--- src/rtl/fifo_pkg.sv ---
// fifo_pkg: shared sizing constants and pointer helpers for the 4-entry FIFO controller.
// Revision 1.0 - initial release
`default_nettype none

package fifo_pkg;

  localparam int DEPTH              = 4;
  localparam int PTR_W              = 3;
  localparam int IDX_W              = 2;
  localparam int DEFAULT_DATA_WIDTH = 16;

  typedef logic [PTR_W-1:0] ptr_t;

  // Full when the wrap bits differ but the slot indices coincide.
  function automatic logic ptr_full(input ptr_t wr, input ptr_t rd);
    return (wr[PTR_W-1] != rd[PTR_W-1]) && (wr[IDX_W-1:0] == rd[IDX_W-1:0]);
  endfunction

  function automatic logic ptr_empty(input ptr_t wr, input ptr_t rd);
    return wr == rd;
  endfunction

endpackage

`default_nettype wire

--- src/rtl/fifo_ctrl_ptr_cnt.sv ---
// ptr_cnt: free-running wrap-around pointer with increment enable and async active-low clear.
// Revision 1.0 - initial release
`default_nettype none

module ptr_cnt #(
  parameter int W = 3
) (
  input  logic         clk,
  input  logic         rst_n,
  input  logic         inc_i,
  output logic [W-1:0] ptr_o
);

  logic [W-1:0] ptr_q;
  logic [W-1:0] ptr_d;

  always_comb begin
    ptr_d = ptr_q;
    if (inc_i) ptr_d = ptr_q + W'(1);
  end

  always_ff @(posedge clk or negedge rst_n) begin
    if (!rst_n) ptr_q <= '0;
    else        ptr_q <= ptr_d;
  end

  assign ptr_o = ptr_q;

endmodule

`default_nettype wire

--- src/rtl/fifo_ctrl.sv ---
// fifo_ctrl: 4-entry show-ahead FIFO with flop storage, extra-bit pointers and error pulse.
// Revision 1.0 - initial release
`default_nettype none

module fifo_ctrl
  import fifo_pkg::*;
#(
  parameter int DATA_WIDTH = DEFAULT_DATA_WIDTH,
  parameter int DEPTH      = fifo_pkg::DEPTH
) (
  input  logic                  clk,
  input  logic                  rst_n,
  input  logic                  valid,
  input  logic [DATA_WIDTH-1:0] data_in,
  input  logic                  rd_en,
  output logic [DATA_WIDTH-1:0] data_out,
  output logic                  full,
  output logic                  empty,
  output logic [PTR_W-1:0]      wr_ptr_curr,
  output logic [PTR_W-1:0]      rd_ptr_curr,
  output logic [PTR_W-1:0]      count,
  output logic                  err
);

  logic [DATA_WIDTH-1:0] mem_q [DEPTH];
  logic                  push_ok;
  logic                  pop_ok;
  logic                  err_q;
  logic                  err_d;

  // Push and pop are judged independently against the flags of the current cycle.
  assign push_ok = valid & ~full;
  assign pop_ok  = rd_en & ~empty;

  ptr_cnt #(.W(PTR_W)) u_wr_ptr (
    .clk   (clk),
    .rst_n (rst_n),
    .inc_i (push_ok),
    .ptr_o (wr_ptr_curr)
  );

  ptr_cnt #(.W(PTR_W)) u_rd_ptr (
    .clk   (clk),
    .rst_n (rst_n),
    .inc_i (pop_ok),
    .ptr_o (rd_ptr_curr)
  );

  // Storage has no reset; the pointers alone define which entries are live.
  always_ff @(posedge clk) begin
    if (push_ok) mem_q[wr_ptr_curr[IDX_W-1:0]] <= data_in;
  end

  assign data_out = mem_q[rd_ptr_curr[IDX_W-1:0]];
  assign empty    = ptr_empty(wr_ptr_curr, rd_ptr_curr);
  assign full     = ptr_full(wr_ptr_curr, rd_ptr_curr);
  assign count    = wr_ptr_curr - rd_ptr_curr;

  always_comb begin
    err_d = (valid & full) | (rd_en & empty);
  end

  always_ff @(posedge clk or negedge rst_n) begin
    if (!rst_n) err_q <= 1'b0;
    else        err_q <= err_d;
  end

  assign err = err_q;

endmodule

`default_nettype wire

--- config.mk ---
export PLATFORM = sky130hd
export DESIGN_NAME = fifo_ctrl
export DESIGN_NICKNAME = d
export VERILOG_FILES = /design/src/rtl/fifo_pkg.sv /design/src/rtl/fifo_ctrl_ptr_cnt.sv /design/src/rtl/fifo_ctrl.sv
export SDC_FILE = /design/constraint.sdc
export NUM_CORES = 1
export LEC_CHECK = 0
export ABC_AREA = 1
export CORE_MARGIN = 2
export CORE_UTILIZATION = 35
export DETAILED_ROUTE_END_ITERATION = 16
export PLACE_DENSITY = 0.64
export SYNTH_ARGS = -nofsm -noshare
export SYNTH_HDL_FRONTEND = slang
export SYNTH_SLANG_ARGS = --single-unit
--- constraint.sdc ---
create_clock -name clk -period 7.3 [get_ports clk]
set_input_delay 0.73 -clock clk [delete_from_list [all_inputs] [get_ports clk]]
set_output_delay 0.73 -clock clk [all_outputs]
set_load 0.01 [all_outputs]
== Yosys cells after proc, flatten, opt, wreduce, memory -nomap -nowiden ==
Memory sizes are Yosys's and may differ from the RTL's.
Index checks and enable logic that the tools add are counted.

* Bits in registers: 7
* Memory bits (writable): 64
* Input port bits: 20
* Memories kept: 1

{| class="wikitable"
|+ Memories
! name !! words !! bits a word !! rd ports !! clocked after memory_dff !! write ports !! line !! text
|-
| mem_q || 4 || 16 || 1 || 0 || 1 || fifo_ctrl.sv:25 || <nowiki>logic [DATA_WIDTH-1:0] mem_q [DEPTH];</nowiki>
|}

* $add $sub $neg: 3
* Equal/unequal tests: 3
* Mux-type cells: 2
* Bitwise operators: 7
* Reductions and logical operators: 1

{| class="wikitable"
|+ Operator list
! cell !! number
|-
| 3-bit by 1-bit adder with 3-bit output, second input constant || 2
|-
| 1-bit bitwise AND || 4
|-
| 3-bit equality test || 1
|-
| 3-bit subtractor || 1
|-
| 2-bit equality test || 1
|-
| 1-bit 2-to-1 mux || 2
|-
| 1-bit inverter || 2
|-
| 1-bit logical AND || 1
|-
| 1-bit != test || 1
|-
| 1-bit bitwise OR || 1
|}

== Depth between registers and ports, before layout ==
Gate-level depths: netlist of the first run.

* Depth in word-level cells: 6
* Gate-level depth with buffers: 9
* Depth with buffers taken out: 8

== By module ==
From an unflattened synthesis of the first run, not the netlist that was laid out.

* Cell total of the unflattened synthesis: 252
* Area total of the unflattened synthesis: 3026.7 µm²

{| class="wikitable"
|+ Modules (own cells, without submodules)
! module !! instances !! cells each !! area an instance (µm²) !! seq. area each (µm²)
|-
| fifo_ctrl || 1 || 224 || 2761.4 || 1946.9
|-
| ptr_cnt || 2 || 14 || 132.6 || 75.1
|}

== Worst setup path before layout of the first run ==
No wires, ideal clock.

* Kind: register to register
* From: register u_rd_ptr.ptr_q[1], in the netlist u_rd_ptr.ptr_o[1]
* To: memory mem_q[0][0] (netlist name) (enable)
* Library setup time: 389 ps
* Data arrival time: 2086 ps
* Required time: 6911 ps
* Setup slack: 4826 ps
* Cell stages (with the launch flop): 9
* Clock period less this slack: 2474 ps
* Path through: dfrtp_1 > inv_2 > buf_6 > ha_1 > nand2_1 > inv_2 > nand3_2 > nand2_2 > nor2_1

* Word-level cells in the longest chain between the ends: 6

{| class="wikitable"
|+ Ends and longest elaborated chain
! item !! line !! text
|-
| from (decl) || fifo_ctrl_ptr_cnt.sv:14 || <nowiki>logic [W-1:0] ptr_q;</nowiki>
|-
| from (signal assigned) || fifo_ctrl_ptr_cnt.sv:24 || <nowiki>else ptr_q <= ptr_d;</nowiki>
|-
| 2-bit equality test || fifo_pkg.sv:16 || <nowiki>return (wr[PTR_W-1] != rd[PTR_W-1]) && (wr[IDX_W-1:0] == rd[IDX_W-1:0]);</nowiki>
|-
| 1-bit logical AND || fifo_pkg.sv:16 ||
|-
| 1-bit inverter || fifo_ctrl.sv:32 || <nowiki>assign push_ok = valid & ~full;</nowiki>
|-
| 1-bit bitwise AND || fifo_ctrl.sv:32 ||
|-
| 1-bit 2-to-1 mux || fifo_ctrl.sv:51 || <nowiki>if (push_ok) mem_q[wr_ptr_curr[IDX_W-1:0]] <= data_in;</nowiki>
|-
| 1-bit 2-to-1 mux (not written as such) || fifo_ctrl.sv:51 ||
|-
| to (decl) || fifo_ctrl.sv:25 ||
|}

Every way passes these cells.

== Worst setup path after layout of the first run ==
* From: register u_rd_ptr.ptr_q[1], in the netlist u_rd_ptr.ptr_o[1]
* To: output full

* Word-level cells in the longest chain between the ends: 2

{| class="wikitable"
|+ Ends and longest elaborated chain
! item !! line !! text
|-
| 2-bit equality test || fifo_pkg.sv:16 ||
|-
| 1-bit logical AND || fifo_pkg.sv:16 ||
|-
| to (decl) || fifo_ctrl.sv:17 || <nowiki>output logic full,</nowiki>
|}

Every way passes these cells.

==> results of run 1 <==
## state kept, by name, summed over array words and instances (netlist names)
register / count
u_rd_ptr.ptr_o: 3
mem_q: 64
err: 1
u_wr_ptr.ptr_o: 3
## worst max-delay path, cell delays in order (launching register included)
cell	delay (ns)
dfrtp_1	0.94
inv_2	0.34
ha_1	0.38
nand2_1	0.05
inv_2	0.06
nand3_2	0.14
inv_2	0.09
clkdlybuf4s50_1	0.52
## cells by family (layout without fill, tap and decap cells)
logic type / after synthesis / after routing / share of synthesized area
fa+ha+maj: 8 / 8 / 0.0369
xor+xnor: 2 / 2 / 0.00600
buf+inv: 24 / 80 / 0.0416
simple gates: 68 / 68 / 0.0961
compound gates: 48 / 48 / 0.101
flops: 71 / 71 / 0.719
## cell usage in the layout, fill, tap and decap left out, types with 4 or more instances in the layout
cell	synthesis	final
o21ai_2	9	9
o21ai_1	17	17
clkdlybuf4s50_1	0	47
o21ai_0	6	6
nor2_1	35	35
dfrtp_1	7	7
inv_1	11	11
edfxtp_1	64	64
buf_4	1	4
clkbuf_8	0	9
o22ai_1	16	16
inv_2	5	5
ha_1	7	7
nand3_1	6	6
nand2_1	23	23
## cell type report
type | instances | area, sq um | area share
Sequential cell | 71 | 2100 | 0.574
Inverter | 16 | 60.1 | 0.0164
Clock buffer | 11 | 131 | 0.0359
Multi-Input combinational cell | 126 | 699 | 0.191
Clock inverter | 2 | 35.0 | 0.00959
Tap cell | 105 | 131 | 0.0359
Timing Repair Buffer | 51 | 500 | 0.137
## metal layers
| metal | up-vias | routed length [microns] |
|---|---|---|
| met5 | - | 0 |
| li1 | 889 | - |
| met3 | 2 | 321 |
| met2 | 41 | 2770 |
| met1 | 882 | 2630 |
| met4 | 0 | 22 |
## per-stage QoR
stage | cells | utilization | worst slack [ns] | cell area, sq um
3_3_place_gp | 369 | 0.429 | 4.11 | 3490
3_5_place_dp | 369 | 0.429 | 4.04 | 3490
6_report | 382 | 0.449 | 3.72 | 3650
2_1_floorplan | 221 | - | 4.83 | 2920
5_1_grt | 382 | 0.449 | 3.48 | 3650
4_1_cts | 382 | 0.449 | 3.68 | 3650
## power groups by stage
stage / Combinational (uW) / Sequential (uW) / Clock [uW]
final: 716 / 603 / 280
after global routing: 794 / 614 / 305
after floorplan: 400 / 604 / 0
after global placement: 721 / 608 / 0
after CTS: 731 / 604 / 290
after detailed placement: 728 / 613 / 0
## how the worst max path moves through the flow
stage,start,to,slack [ns],depth (start not counted)
floorplan,u_rd_ptr.ptr_o[1]$_DFFE_PN0P_,mem_q[0][0]$_DFFE_PP_,4.83,8
global placement,u_rd_ptr.ptr_o[1]$_DFFE_PN0P_,full,4.11,7
detailed placement,u_rd_ptr.ptr_o[1]$_DFFE_PN0P_,full,4.04,7
CTS,u_rd_ptr.ptr_o[1]$_DFFE_PN0P_,full,3.68,7
global route,u_rd_ptr.ptr_o[1]$_DFFE_PN0P_,full,3.48,7
finish,u_rd_ptr.ptr_o[1]$_DFFE_PN0P_,full,3.72,7
==> flow_summary_export.csv, run 1 <==
group,metric,value,unit
clock_tree,htree_num_levels,3,
worst_setup_path,path_class,"reg -> out",
sta,timing.hold.ws,0.548,ns
run,cap_violations,0,
grt,grt_util_met2,0.209,
sta,final.min_clock_period,3.58,ns
synth,async_reset_ff_frac,0.0986,
synth,syn_nets,249,
pwr,leakage,0.00134,uW
synth,yosys.area.top_type_share,0.659,
synth,syn_area_per_cell,13.2,sq um
placement,hpwl,3650,microns
clock_tree,clk_latency,0.33,ns
sta,finClkSkew,0.00765,ns
layout,fin_nets,303,
placement,globalplace.congestion,0.709,
synth,synth-edff-count,64,
floorplanning,initial_core_util,0.359,
worst_setup_path,cp.required,6.57,ns
detailed_routing,ant_nets,0,
layout,nFillCells,723,
clock_tree,post_cts_resized,0,
synth,ys_top_cells_by_area,"edfxtp_1, dfrtp_1, nor2_1",
worst_setup_path,critPathMaxFanout,21,
detailed_routing,drtPass1Iterations,4,
pwr,vdd_drop_max,0.116,mV
synth,synth_cell_type_count,19,
worst_hold_path,holdPathEnd,"u_wr_ptr.ptr_o[2]$_DFFE_PN0P_",
worst_setup_path,arrival,2.85,ns
pwr,clockPowerShare,0.175,
synth,yosysWarningCount,0,
clock_tree,cts_buffers,9,
sta,finalHoldViolations,0,
worst_setup_path,reg2regPathDepth,7,
sta,fin_crit_sh,0.491,
pwr,p_total,1600,uW
synth,synth_cells,221,
pwr,p_int,1030,uW
grt,busiest_layer,"met2",
sta,finalMaxSlewViolations,0,
synth,synth_area,2920,sq um
layout,drive_gt1_frac,0.119,
sta,max_freq,0.279,GHz
clock_tree,post_cts_buffers,0,
grt,met1_usage,0.175,
floorplanning,die_area,9080,sq um
clock_tree,cts_tree,"built",
worst_hold_path,min_path_cells,2,
worst_hold_path,hold_start,"u_wr_ptr.ptr_o[2]$_DFFE_PN0P_",
sta,rsz0062_at_grt,"false",
pwr,p_switching,570,uW
floorplanning,rows,33,
clock_tree,ctsLongestPathBuffers,2,
detailed_routing,drc,0,
synth,synth.largest_area_cell,"edfxtp_1",
detailed_routing,via_per_inst,4.75,
clock_tree,hold_buffers,0,
worst_setup_path,rrSetupSlack,4.39,ns
sta,finalSetupTns,0,ns
pwr,switching_share,0.357,
synth,synthTopCellsByCount,"edfxtp_1, nor2_1, nand2_1",
worst_setup_path,reg2reg_to,"mem_q[3][7]$_DFFE_PP_",
layout,n_antenna_cell,0,
sta,slew_headroom,0.393,
floorplanning,core,8130,sq um
floorplanning,chipHeight,95.3,microns
run_status,run_status,"finished, final reports clean",
worst_setup_path,cp-start-kind,"flip-flop",
detailed_routing,initialDrtViolationCount,157,
worst_setup_path,end_kind,"output port",
clock_tree,path_clk_slew,0.06,ns
sta,worst_pin_slew,0.911,ns
grt,antenna_found_initial,0,
pwr,p_comb_frac,0.448,
detailed_routing,via_count,1814,
synth,yosysMostFrequentCell,"edfxtp_1",
clock_tree,clockRootBuffer,"clkbuf_8",
pwr,power.density,438,nW/um^2
synth,yosysSeqAreaShare,0.719,
layout,area_growth,25.3,%
synth,yosys_most_used_dff,"edfxtp_1",
clock_tree,cts.sinks,71,
pwr,pwr-share-seq,0.377,
grt,grt_start_max_net_pins,38,
worst_setup_path,r2r-start,"u_rd_ptr.ptr_o[1]$_DFFE_PN0P_",
sta,setup_violations,0,
placement,io_buffers,47,
grt,use_met3,0.0419,
grt,grt_pass1_vias,1830,
grt,grt_pass1_wl,8960,microns
floorplanning,ioPinCount,48,
detailed_routing,wl,5740,microns
worst_hold_path,hold_class,"reg -> reg",
grt,grt-ovfl-total,0,
synth,ys_seq_elements,71,
floorplanning,fp.dieW,95.3,microns
detailed_routing,post_drt_wl_per_cell,15.0,microns
grt,groute.usage.overall,0.136,
No activity file was read; power rests on OpenSTA's default activity.
==> run 2, diff against run 1 <==
- PLACE_DENSITY: 0.64 -> 0.66
- clock period: 7.3 -> 3 ns (I/O delays scaled with it)
==> run 2 against run 1 <==
Net effect:
- die area did not move
- clock power rose to 2.5 times the previous value
- first-iteration DRC count fell by 37%
- sequential power rose by 140%
- critical endpoint is now count[2]
==> flow_summary_export.csv, run 2 (synthesis gave the netlist of run 1 again) <==
group,metric,value,unit
floorplanning,chipHeight,95.3,microns
grt,grt-ovfl-total,0,
detailed_routing,wl,5560,microns
placement,globalplace.congestion,0.703,
placement,hpwl,3560,microns
clock_tree,clk_latency,0.33,ns
placement,pre_cts_ws,0.896,ns
clock_tree,post_cts_buffers,0,
worst_setup_path,cp-start-kind,"flip-flop",
sta,final.setup.worst_slack,0.518,ns
detailed_routing,via_count,1801,
detailed_routing,via_per_inst,4.64,
layout,n_antenna_cell,0,
grt,grt_pass1_wl,8850,microns
layout,mostFrequentLayoutCells,"edfxtp_1, clkdlybuf4s50_1, nor2_1, nand2_1, o21ai_1",
sta,worst_pin_slew,0.559,ns
sta,setup_violations,0,
worst_setup_path,end_kind,"output port",
sta,finalHoldViolations,0,
floorplanning,core,8130,sq um
grt,grt_start_max_net_pins,34,
floorplanning,ioPinCount,48,
placement,io_buffers,47,
floorplanning,fp.dieW,95.3,microns
layout,largest_register_ffs,64,
worst_setup_path,cp.depth,5,
sta,finalMaxSlewViolations,0,
sta,rsz0062_at_grt,"false",
worst_setup_path,cpMaxStageDelayCell,"clkdlybuf4s50_1",
clock_tree,cts_tree,"built",
clock_tree,cts.sinks,71,
worst_setup_path,path_cells,"inv_1, ha_1, fa_1, xor2_1, clkdlybuf4s50_1",
layout,drive_gt1_frac,0.141,
sta,timing.hold.ws,0.247,ns
clock_tree,post_cts_resized,0,
sta,slew_headroom,0.627,
floorplanning,rows,33,
sta,finClkSkew,0.0106,ns
floorplanning,initial_core_util,0.359,
layout,nFillCells,728,
worst_setup_path,crit_buf_inv,2,
floorplanning,die_area,9080,sq um
sta,max_freq,0.403,GHz
sta,finalSetupTns,0,ns
detailed_routing,initialDrtViolationCount,99,
layout,fin_nets,307,
worst_hold_path,hold_class,"in -> async",
worst_setup_path,reg2regPathDepth,8,
placement,dp_cells,373,
worst_setup_path,cp.required,2.70,ns
layout,area_growth,27.0,%
clock_tree,hold_buffers,0,
run,cap_violations,0,
worst_setup_path,critPathMaxFanout,5,
detailed_routing,drc,0,
worst_setup_path,cp_top_family,"buffers and inverters",
clock_tree,cts_buffers,9,
grt,grt_pass1_vias,1836,
clock_tree,ctsLongestPathBuffers,2,
clock_tree,path_clk_slew,0.08,ns
pwr,leakage,0.00136,uW
worst_setup_path,arrival,2.18,ns
sta,fin_crit_sh,0.827,
grt,groute.usage.overall,0.134,
detailed_routing,ant_nets,0,
grt,antenna_found_initial,0,
pwr,vdd_drop_max,0.393,mV
layout,final_common_cell,"edfxtp_1",
layout,final_cells,388,
run_status,run_status,"finished, final reports clean",
worst_setup_path,rrSetupSlack,0.98,ns
detailed_routing,drtPass1Iterations,4,
sta,final.min_clock_period,2.48,ns
clock_tree,htree_num_levels,3,
worst_setup_path,max_stage_delay,0.55,ns
pwr,power.density,1060,nW/um^2
worst_setup_path,path_class,"reg -> out",
detailed_routing,post_drt_wl_per_cell,14.3,microns
worst_setup_path,r2r-start,"u_rd_ptr.ptr_o[1]$_DFFE_PN0P_",
worst_setup_path,reg2reg_to,"mem_q[2][4]$_DFFE_PP_",
clock_tree,clockRootBuffer,"clkbuf_8",
## run 2: cell types whose count changed in the layout (fill, tap and decap cells not counted), sizes merged
cell	before	now
buf	4	8
clkbuf	11	9
clkinv	1	3
clkinvlp	0	2
## run 2: final cells by class
type                    instances  area [sq um]  share of cell area
well taps                     105           131              0.0355
repair buffers                 55           531               0.143
clock inverters                 6          62.6              0.0169
inverters                      16          60.1              0.0162
flip-flops and latches         71          2100               0.566
multi-input cells             126           699               0.189
clock buffers                   9           124              0.0334
## run 2: worst max-delay path by stage
stage,startpoint,end,slack [ns]
6_report,u_wr_ptr.ptr_o[0]$_DFFE_PN0P_,count[2],0.52
5_1_grt,u_wr_ptr.ptr_o[0]$_DFFE_PN0P_,count[2],0.40
4_1_cts,u_wr_ptr.ptr_o[0]$_DFFE_PN0P_,count[2],0.51
3_5_place_dp,u_wr_ptr.ptr_o[0]$_DFFE_PN0P_,count[2],0.90
3_3_place_gp,u_wr_ptr.ptr_o[0]$_DFFE_PN0P_,count[2],0.91
2_1_floorplan,u_rd_ptr.ptr_o[1]$_DFFE_PN0P_,mem_q[0][0]$_DFFE_PP_,0.53
## run 2: per-layer routing
metal	routed length [microns]	track usage	part of all wire
met4	40	0.0411	0.0072
met5	0	0	0
met3	269	0.0451	0.048
met1	2470	0.159	0.44
met2	2780	0.230	0.50
## run 2: report_power, final
group          internal (uW)  switching [uW]  total (uW)
registers               1330            94.4        1420
clock network            376             327         702
logic                    825             992        1820
total                   2530            1410        3940
## run 2: stage by stage
stage / area, sq um / utilization / power (uW)
final: 3700 / 0.455 / 3940
after global routing: 3700 / 0.455 / 4220
after CTS: 3700 / 0.455 / 4000
after detailed placement: 3520 / 0.433 / 3290
after global placement: 3520 / 0.433 / 3260
after floorplan: 2920 / - / 2440
==> run 3, diff against run 2 <==
- clock period: 3 -> 2.1 ns (I/O delays scaled with it)
==> run 3 against run 2 <==
Net effect:
- sequential share of layout area down 2.4 points
- total power grew 48%
- largest cell class unchanged
- non-clock buffer count up 6
- clock-buffer cell count did not move
- sequential power up 43%
- clock power rose by 51%
- worst hold slack lost 0.11 ns
==> flow_summary_export.csv, run 3 (synthesis gave the netlist of run 1 again) <==
group,metric,value,unit
worst_setup_path,path_cells,"buf_4, fa_1, xor2_1, dlygate4sd2_1",
grt,groute.usage.overall,0.142,
detailed_routing,wl,5820,microns
layout,drive_gt1_frac,0.190,
worst_setup_path,cp_top_family,"buffers and inverters",
worst_setup_path,cp-start-kind,"flip-flop",
detailed_routing,ant_nets,0,
grt,grt_start_max_net_pins,24,
run,cap_violations,0,
worst_hold_path,hold_class,"in -> async",
sta,worst_pin_slew,0.372,ns
clock_tree,htree_num_levels,3,
layout,fin_nets,313,
sta,max_freq,0.499,GHz
pwr,leakage,0.00156,uW
worst_setup_path,crit_buf_inv,2,
detailed_routing,via_per_inst,4.74,
placement,hpwl,3790,microns
detailed_routing,initialDrtViolationCount,80,
floorplanning,die_area,9080,sq um
clock_tree,hold_buffers,0,
placement,io_buffers,47,
sta,final.min_clock_period,2.00,ns
layout,area_growth,32.9,%
detailed_routing,post_drt_wl_per_cell,14.8,microns
floorplanning,core,8130,sq um
sta,finalMaxSlewViolations,0,
sta,setup_violations,0,
grt,antenna_found_initial,0,
worst_setup_path,rrSetupSlack,0.34,ns
clock_tree,clockRootBuffer,"clkbuf_8",
clock_tree,clk_latency,0.35,ns
worst_setup_path,max_stage_delay,0.43,ns
detailed_routing,drc,0,
grt,grt-ovfl-total,0,
pwr,vdd_drop_max,0.650,mV
sta,finalHoldViolations,0,
grt,grt_pass1_wl,9180,microns
worst_setup_path,path_class,"reg -> out",
worst_setup_path,cp.required,1.89,ns
clock_tree,cts.sinks,71,
worst_setup_path,crit_start,"u_rd_ptr.ptr_o[1]$_DFFE_PN0P_",
placement,globalplace.congestion,0.764,
layout,n_antenna_cell,0,
pwr,power.density,1500,nW/um^2
sta,finClkSkew,0.00956,ns
layout,final_cells,394,
grt,grt_pass1_vias,1900,
worst_setup_path,arrival,1.79,ns
sta,finalSetupTns,0,ns
layout,mostFrequentLayoutCells,"edfxtp_1, nor2_1, clkdlybuf4s50_1, nand2_1, o21ai_1",
floorplanning,rows,33,
floorplanning,ioPinCount,48,
placement,dp_cells,377,
detailed_routing,drtPass1Iterations,4,
worst_setup_path,end_kind,"output port",
clock_tree,ctsLongestPathBuffers,2,
clock_tree,cts_buffers,9,
clock_tree,cts_tree,"built",
sta,slew_headroom,0.751,
layout,largest_register_ffs,64,
floorplanning,initial_core_util,0.359,
layout,final_common_cell,"edfxtp_1",
sta,rsz0062_at_grt,"false",
worst_setup_path,cpMaxStageDelayCell,"dfrtp_2",
detailed_routing,via_count,1866,
sta,fin_crit_sh,0.954,
worst_setup_path,critPathMaxFanout,4,
worst_setup_path,r2r-start,"u_rd_ptr.ptr_o[1]$_DFFE_PN0P_",
floorplanning,fp.dieW,95.3,microns
clock_tree,path_clk_slew,0.08,ns
run_status,run_status,"finished, final reports clean",
floorplanning,chipHeight,95.3,microns
run 3: worst paths after layout:
path,cells past startpoint,end
max,4,count[2]
min,1,err$_DFF_PN0_
max reg2reg,8,mem_q[1][12]$_DFFE_PP_
min reg2reg,2,u_wr_ptr.ptr_o[1]$_DFFE_PN0P_
max in group asynchronous,1,u_rd_ptr.ptr_o[1]$_DFFE_PN0P_
min in group clk,1,mem_q[3][5]$_DFFE_PP_
run 3: per-layer routing:
layer	track usage	share of wire	wire [microns]	vias to the layer above
met4	0.0568	0.016	95	0
met2	0.227	0.48	2790	48
li1	-	-	-	919
met5	0	0	0	-
met1	0.176	0.45	2600	890
met3	0.0490	0.057	330	9
run 3: repair_timing:
action,CTS,global route
setup buffers,1,2
resized for setup,8,22
endpoints found under the setup margin,20,15
run 3: per-stage QoR:
stage | hold slack [ns] | power (uW) | setup WS, ns | utilization | area, sq um
6_report | 0.134 | 5820 | 0.0974 | 0.477 | 3880
5_1_grt | 0.152 | 6230 | 0.0272 | 0.477 | 3880
4_1_cts | 0.132 | 5860 | -0.167 | 0.467 | 3800
3_5_place_dp | 0.520 | 4860 | 0.125 | 0.443 | 3610
3_3_place_gp | 0.514 | 4850 | 0.183 | 0.443 | 3610
2_1_floorplan | -0.0856 | 3500 | -0.131 | - | 2930
run 3: where the power goes:
group          switching (uW)  internal, uW
clock                     509           547
combinational            1500          1240
sequential                124          1900
run 3: cell type report:
type	instances	area, sq um
Inverter	16	65.1
Clock buffer	9	124
Tap cell	105	131
Clock inverter	6	70.1
Fill cell	731	4260
Timing Repair Buffer	61	661
Multi-Input combinational cell	126	727
Sequential cell	71	2100
